**config.mk**
```make
export PLATFORM = sky130hd
export DESIGN_NAME = seq_mul
export DESIGN_NICKNAME = d
export VERILOG_FILES = /design/src/rtl/seq_mul.sv
export SDC_FILE = /design/constraint.sdc
export NUM_CORES = 1
export LEC_CHECK = 0
export CAP_MARGIN = 20
export CORE_ASPECT_RATIO = 0.8
export CORE_MARGIN = 1
export CORE_UTILIZATION = 50
export DETAILED_ROUTE_END_ITERATION = 7
export PLACE_DENSITY = 0.72
export REMOVE_ABC_BUFFERS = 1
export SLEW_MARGIN = 5
export SYNTH_ARGS = -nofsm -noshare
export SYNTH_HDL_FRONTEND = slang
export SYNTH_SLANG_ARGS = --single-unit
export TNS_END_PERCENT = 100
```
**constraint.sdc**
```tcl
create_clock -name clk -period 3.47 [get_ports clk]
set_input_delay 0.694 -clock clk [delete_from_list [all_inputs] [get_ports clk]]
set_output_delay 0.694 -clock clk [all_outputs]
set_load 0.02 [all_outputs]
```
**src/rtl/seq_mul.sv**
```systemverilog
// Iterative shift-and-add multiplier, full 2*WIDTH product, start/done handshake.
// Signed only when both operands are flagged signed (Verilog expression-sign rule).
module seq_mul #(
  parameter int WIDTH = 8
) (
  input  logic                 clk,
  input  logic                 rst,
  input  logic                 start,
  input  logic [WIDTH-1:0]     a,
  input  logic [WIDTH-1:0]     b,
  input  logic                 a_signed,
  input  logic                 b_signed,
  output logic                 busy,
  output logic                 done,
  output logic [2*WIDTH-1:0]   p,
  output logic [1:0]           dbg_state
);

  // Handshake: start is sampled on a rising edge only while busy=0; done is a
  // one-cycle pulse on which p is new, and p holds until the next done.

  localparam int CW = $clog2(WIDTH + 1);
  localparam logic [CW-1:0]        LAST  = CW'(WIDTH - 1);
  localparam logic [CW-1:0]        ONE_C = CW'(1);
  localparam logic [WIDTH-1:0]     ONE_W = WIDTH'(1);
  localparam logic [2*WIDTH-1:0]   ONE_P = (2*WIDTH)'(1);

  typedef enum logic [1:0] {
    IDLE = 2'd0,
    RUN  = 2'd1,
    FIN  = 2'd2
  } state_t;

  state_t               state, state_nx;
  logic [WIDTH-1:0]     mag_a, mag_b;
  logic                 neg;
  logic [2*WIDTH-1:0]   acc;
  logic [CW-1:0]        count;
  logic                 smode;
  logic [2*WIDTH-1:0]   ext_a;

  assign smode     = a_signed & b_signed;
  assign ext_a     = {{WIDTH{1'b0}}, mag_a};
  assign busy      = (state != IDLE);
  assign dbg_state = state;

  always_ff @(posedge clk or posedge rst) begin
    if (rst) state <= IDLE;
    else     state <= state_nx;
  end

  always_comb begin
    state_nx = state;
    case (state)
      IDLE:    if (start) state_nx = RUN;
      RUN:     if (count == LAST) state_nx = FIN;
      FIN:     state_nx = IDLE;
      default: state_nx = IDLE;
    endcase
  end

  always_ff @(posedge clk or posedge rst) begin
    if (rst) begin
      mag_a <= '0;
      mag_b <= '0;
      neg   <= 1'b0;
      acc   <= '0;
      count <= '0;
      p     <= '0;
      done  <= 1'b0;
    end else begin
      done <= 1'b0;
      case (state)
        IDLE: begin
          if (start) begin
            // Magnitudes are unsigned WIDTH-bit; -2^(W-1) maps to 2^(W-1).
            mag_a <= (smode && a[WIDTH-1]) ? (~a + ONE_W) : a;
            mag_b <= (smode && b[WIDTH-1]) ? (~b + ONE_W) : b;
            neg   <= smode & (a[WIDTH-1] ^ b[WIDTH-1]);
            acc   <= '0;
            count <= '0;
          end
        end
        RUN: begin
          if (mag_b[0]) acc <= acc + (ext_a << count);
          mag_b <= mag_b >> 1;
          count <= count + ONE_C;
        end
        FIN: begin
          p    <= neg ? (~acc + ONE_P) : acc;
          done <= 1'b1;
        end
        default: ;
      endcase
    end
  end

endmodule

```
==> flow_metrics.env <==
export IMPL_synthArstFlopShare=1.00
export IMPL_reg2reg_depth=11
export IMPL_crit_path_end_kind="flop"
export IMPL_path_depth=11
export IMPL_dp_slack_ps=163
export IMPL_p_per_area_nw_per_um2=974
export IMPL_cp_start_kind="flop"
export IMPL_slew_headroom=0.568
export IMPL_initial_utilization=0.515
export IMPL_clk_pin_slew_ps=100
export IMPL_clk_latency_ps=310
export IMPL_antenna_found_initial=0
export IMPL_grt_pass1_vias=2983
export IMPL_cts_root_buf="clkbuf_8"
export IMPL_routed_wl_um=8420
export IMPL_status="complete, no violations"
export IMPL_clk_path_buf_depth=2
export IMPL_rrSetupSlack_ps=230
export IMPL_grt_pass1_wl_um=14100
export IMPL_hold_class="reg2reg"
export IMPL_fp_row_count=28
export IMPL_max_cap_violations=0
export IMPL_tns_ps=0
export IMPL_area_growth_pct=17.3
export IMPL_wl_per_cell_um=14.3
export IMPL_seq_area_frac_synth=0.368
export IMPL_cts_buffers=5
export IMPL_synth_top_area_frac=0.368
export IMPL_multi_input_area_um2=2260
export IMPL_chipWidth_um=99.5
export IMPL_dieArea_um2=7960
export IMPL_required_ps=3720
export IMPL_slew_violations=0
export IMPL_antenna_cells=0
export IMPL_grt_ovfl_total=0
export IMPL_synth_edf_count=0
export IMPL_yosys_warnings=0
export IMPL_finalClockSkew_ps=8.67
export IMPL_crit_chain="buf_4, mux4_2, mux2i_2, nor2_1, ha_1, a21boi_1, nor2_1, a21oi_1, a21boi_1, or4_1, nand3_1"
export IMPL_hpwl_um=6460
export IMPL_nets=524
export IMPL_layout_setup_ws_ps=232
export IMPL_arrival_ps=3490
export IMPL_clkSinkCount=56
export IMPL_cts_tree="done"
export IMPL_grt_usage=0.226
export IMPL_path_buf_inv=1
export IMPL_synth_top_area_cell="dfrtp_1"
export IMPL_tightestPinTransition_ps=648
export IMPL_postSynthRegisterBits=56
export IMPL_crit_family="simple AND/OR/NAND/NOR gates"
export IMPL_holdPathStages=2
export IMPL_drt_iter0_markers=141
export IMPL_antenna_left=0
export IMPL_core_um2=7390
export IMPL_drive_above_1_share=0.0682
export IMPL_critical_path_class="reg2reg"
export IMPL_setup_viol=0
export IMPL_rsz0062_at_grt="false"
export IMPL_mappedNetlistArea_um2=3800
export IMPL_avgSynthCellArea_um2=8.59
export IMPL_ios=41
export IMPL_fmax_mhz=309
export IMPL_num_vias=3242
export IMPL_peakVddDrop_mv=0.323
export IMPL_viasPerCell=5.50
export IMPL_path_max_fanout=10
export IMPL_slowest_delay_ps=510
export IMPL_syn_inst=443
export IMPL_finalHoldViolations=0
export IMPL_synth_area_leaders="dfrtp_1, o21ai_0, nand2_1"
export IMPL_fillers=662
export IMPL_fin_crit_sh=0.933
export IMPL_first_pass_iters=4
export IMPL_fp_dieH_um=80.0
export IMPL_synth_distinct_cells=58
export IMPL_final_cell_area_um2=4460
export IMPL_period_minus_slack_ps=3240
export IMPL_critPathSlowestCell="dfrtp_2"
export IMPL_drcViolationCount=0
export IMPL_grt_max_degree=34
export IMPL_htreeDepth=2
export IMPL_power_leakage_nw=1.99
export IMPL_ys_flop_type="dfrtp_1"
export IMPL_register_area_um2=1400
export IMPL_io_buffers=40
export IMPL_dpl_cell_area_um2=4330
export IMPL_gp_congestion=0.892
[routing by layer]
metal  GRT usage  vias up  part of all wire
li1            -     1659                 -
met5           0        -                 0
met2       0.374       84              0.46
met4      0.0544        0             0.012
met1       0.314     1491              0.48
met3      0.0306        8             0.047
[synthesized netlist by cell type (2+ instances only)]
| master | n |
|---|---|
| a21oi_1 | 19 |
| mux2_2 | 3 |
| nand3_1 | 10 |
| o22ai_1 | 4 |
| a22oi_1 | 7 |
| o41ai_1 | 2 |
| dfrtp_1 | 56 |
| a21boi_1 | 2 |
| nor2_1 | 21 |
| nand2b_1 | 5 |
| inv_1 | 15 |
| a31oi_1 | 4 |
| nand2_1 | 71 |
| xor2_1 | 19 |
| a311oi_1 | 2 |
| ha_1 | 19 |
| a22o_1 | 2 |
| o31ai_1 | 6 |
| mux4_2 | 2 |
| or4_1 | 3 |
| o21ai_1 | 7 |
| a21o_1 | 8 |
| nor3b_1 | 2 |
| o211ai_1 | 2 |
| clkbuf_1 | 16 |
| and3_1 | 4 |
| mux2i_1 | 11 |
| o21ai_0 | 55 |
| nor3_1 | 13 |
| nor2b_1 | 7 |
| xnor2_1 | 16 |
| nand4_1 | 4 |
[through the flow]
stage / instances / hold slack (ps) / utilization / total power, W
floorplan: 424 / 465 / - / 0.00309
global placement: 579 / 459 / 0.586 / 0.00382
detailed placement: 579 / 469 / 0.586 / 0.00390
CTS: 587 / 492 / 0.601 / 0.00433
global route: 589 / 517 / 0.604 / 0.00473
finish: 589 / 485 / 0.604 / 0.00435
[kinds of logic after synthesis]
family | Yosys count | synth area share
mux | 17 | 0.0533
flops | 56 | 0.368
compound gates | 130 | 0.207
simple gates | 149 | 0.186
xor+xnor | 35 | 0.0806
buf+inv | 36 | 0.0378
fa+ha+maj | 20 | 0.0677
[path summary, 6_finish.rpt]
path,start,to
min,p[10]$_DFFE_PP0P_,p[10]$_DFFE_PP0P_
min in group asynchronous,rst,p[14]$_DFFE_PP0P_
max,count[0]$_DFFE_PP0P_,acc[14]$_DFFE_PP0P_
max in group asynchronous,rst,count[3]$_DFFE_PP0P_
min reg2reg,p[10]$_DFFE_PP0P_,p[10]$_DFFE_PP0P_
max reg2reg,count[0]$_DFFE_PP0P_,acc[14]$_DFFE_PP0P_
[final cells by class]
cell class	count	share of cell area
clock inverters	2	0.00785
inverters	17	0.0143
clock buffers	6	0.0163
multi-input cells	351	0.506
repair buffers	52	0.112
flip-flops and latches	56	0.314
well taps	105	0.0294
[sequential cells by signal (all words and copies together) (netlist names)]
name and count:
acc 16, count 4, dbg_state 2, done 1, mag_a 8, mag_b 8
neg 1, p 16
[what timing repair did]
action	CTS	global route
hold buffers	0	0
setup endpoints to repair	0	4
setup buffers	0	1
gates resized for setup	0	2
[placed cells by master, fill, tap and decap left out, drive strengths merged, types with 3 or more instances in the layout]
master          n
nand2          71
o21ai          62
dfrtp          56
clkdlybuf4s50  40
nor2           22
a21oi          20
xor2           19
ha             19
xnor2          16
inv            16
nor3           13
mux2i          12
buf            12
nand3          10
a21o            8
nor2b           7
a22oi           7
o31ai           6
nand2b          6
clkbuf          6
and3            4
a31oi           4
nand4           4
o22ai           4
or4             3
mux2            3
[worst min-delay path, stage by stage, from the launching register on]
cell	delay (ps)
dfrtp_1	350
nand2_1	40
o21ai_0	60
[power by group]
part / total, W / switching, W / internal (W)
clock network: 0.000427 / 0.000212 / 0.000215
logic: 0.00268 / 0.00151 / 0.00117
registers: 0.00124 / 0.000305 / 0.000937
No activity file was read; power rests on OpenSTA's default activity.
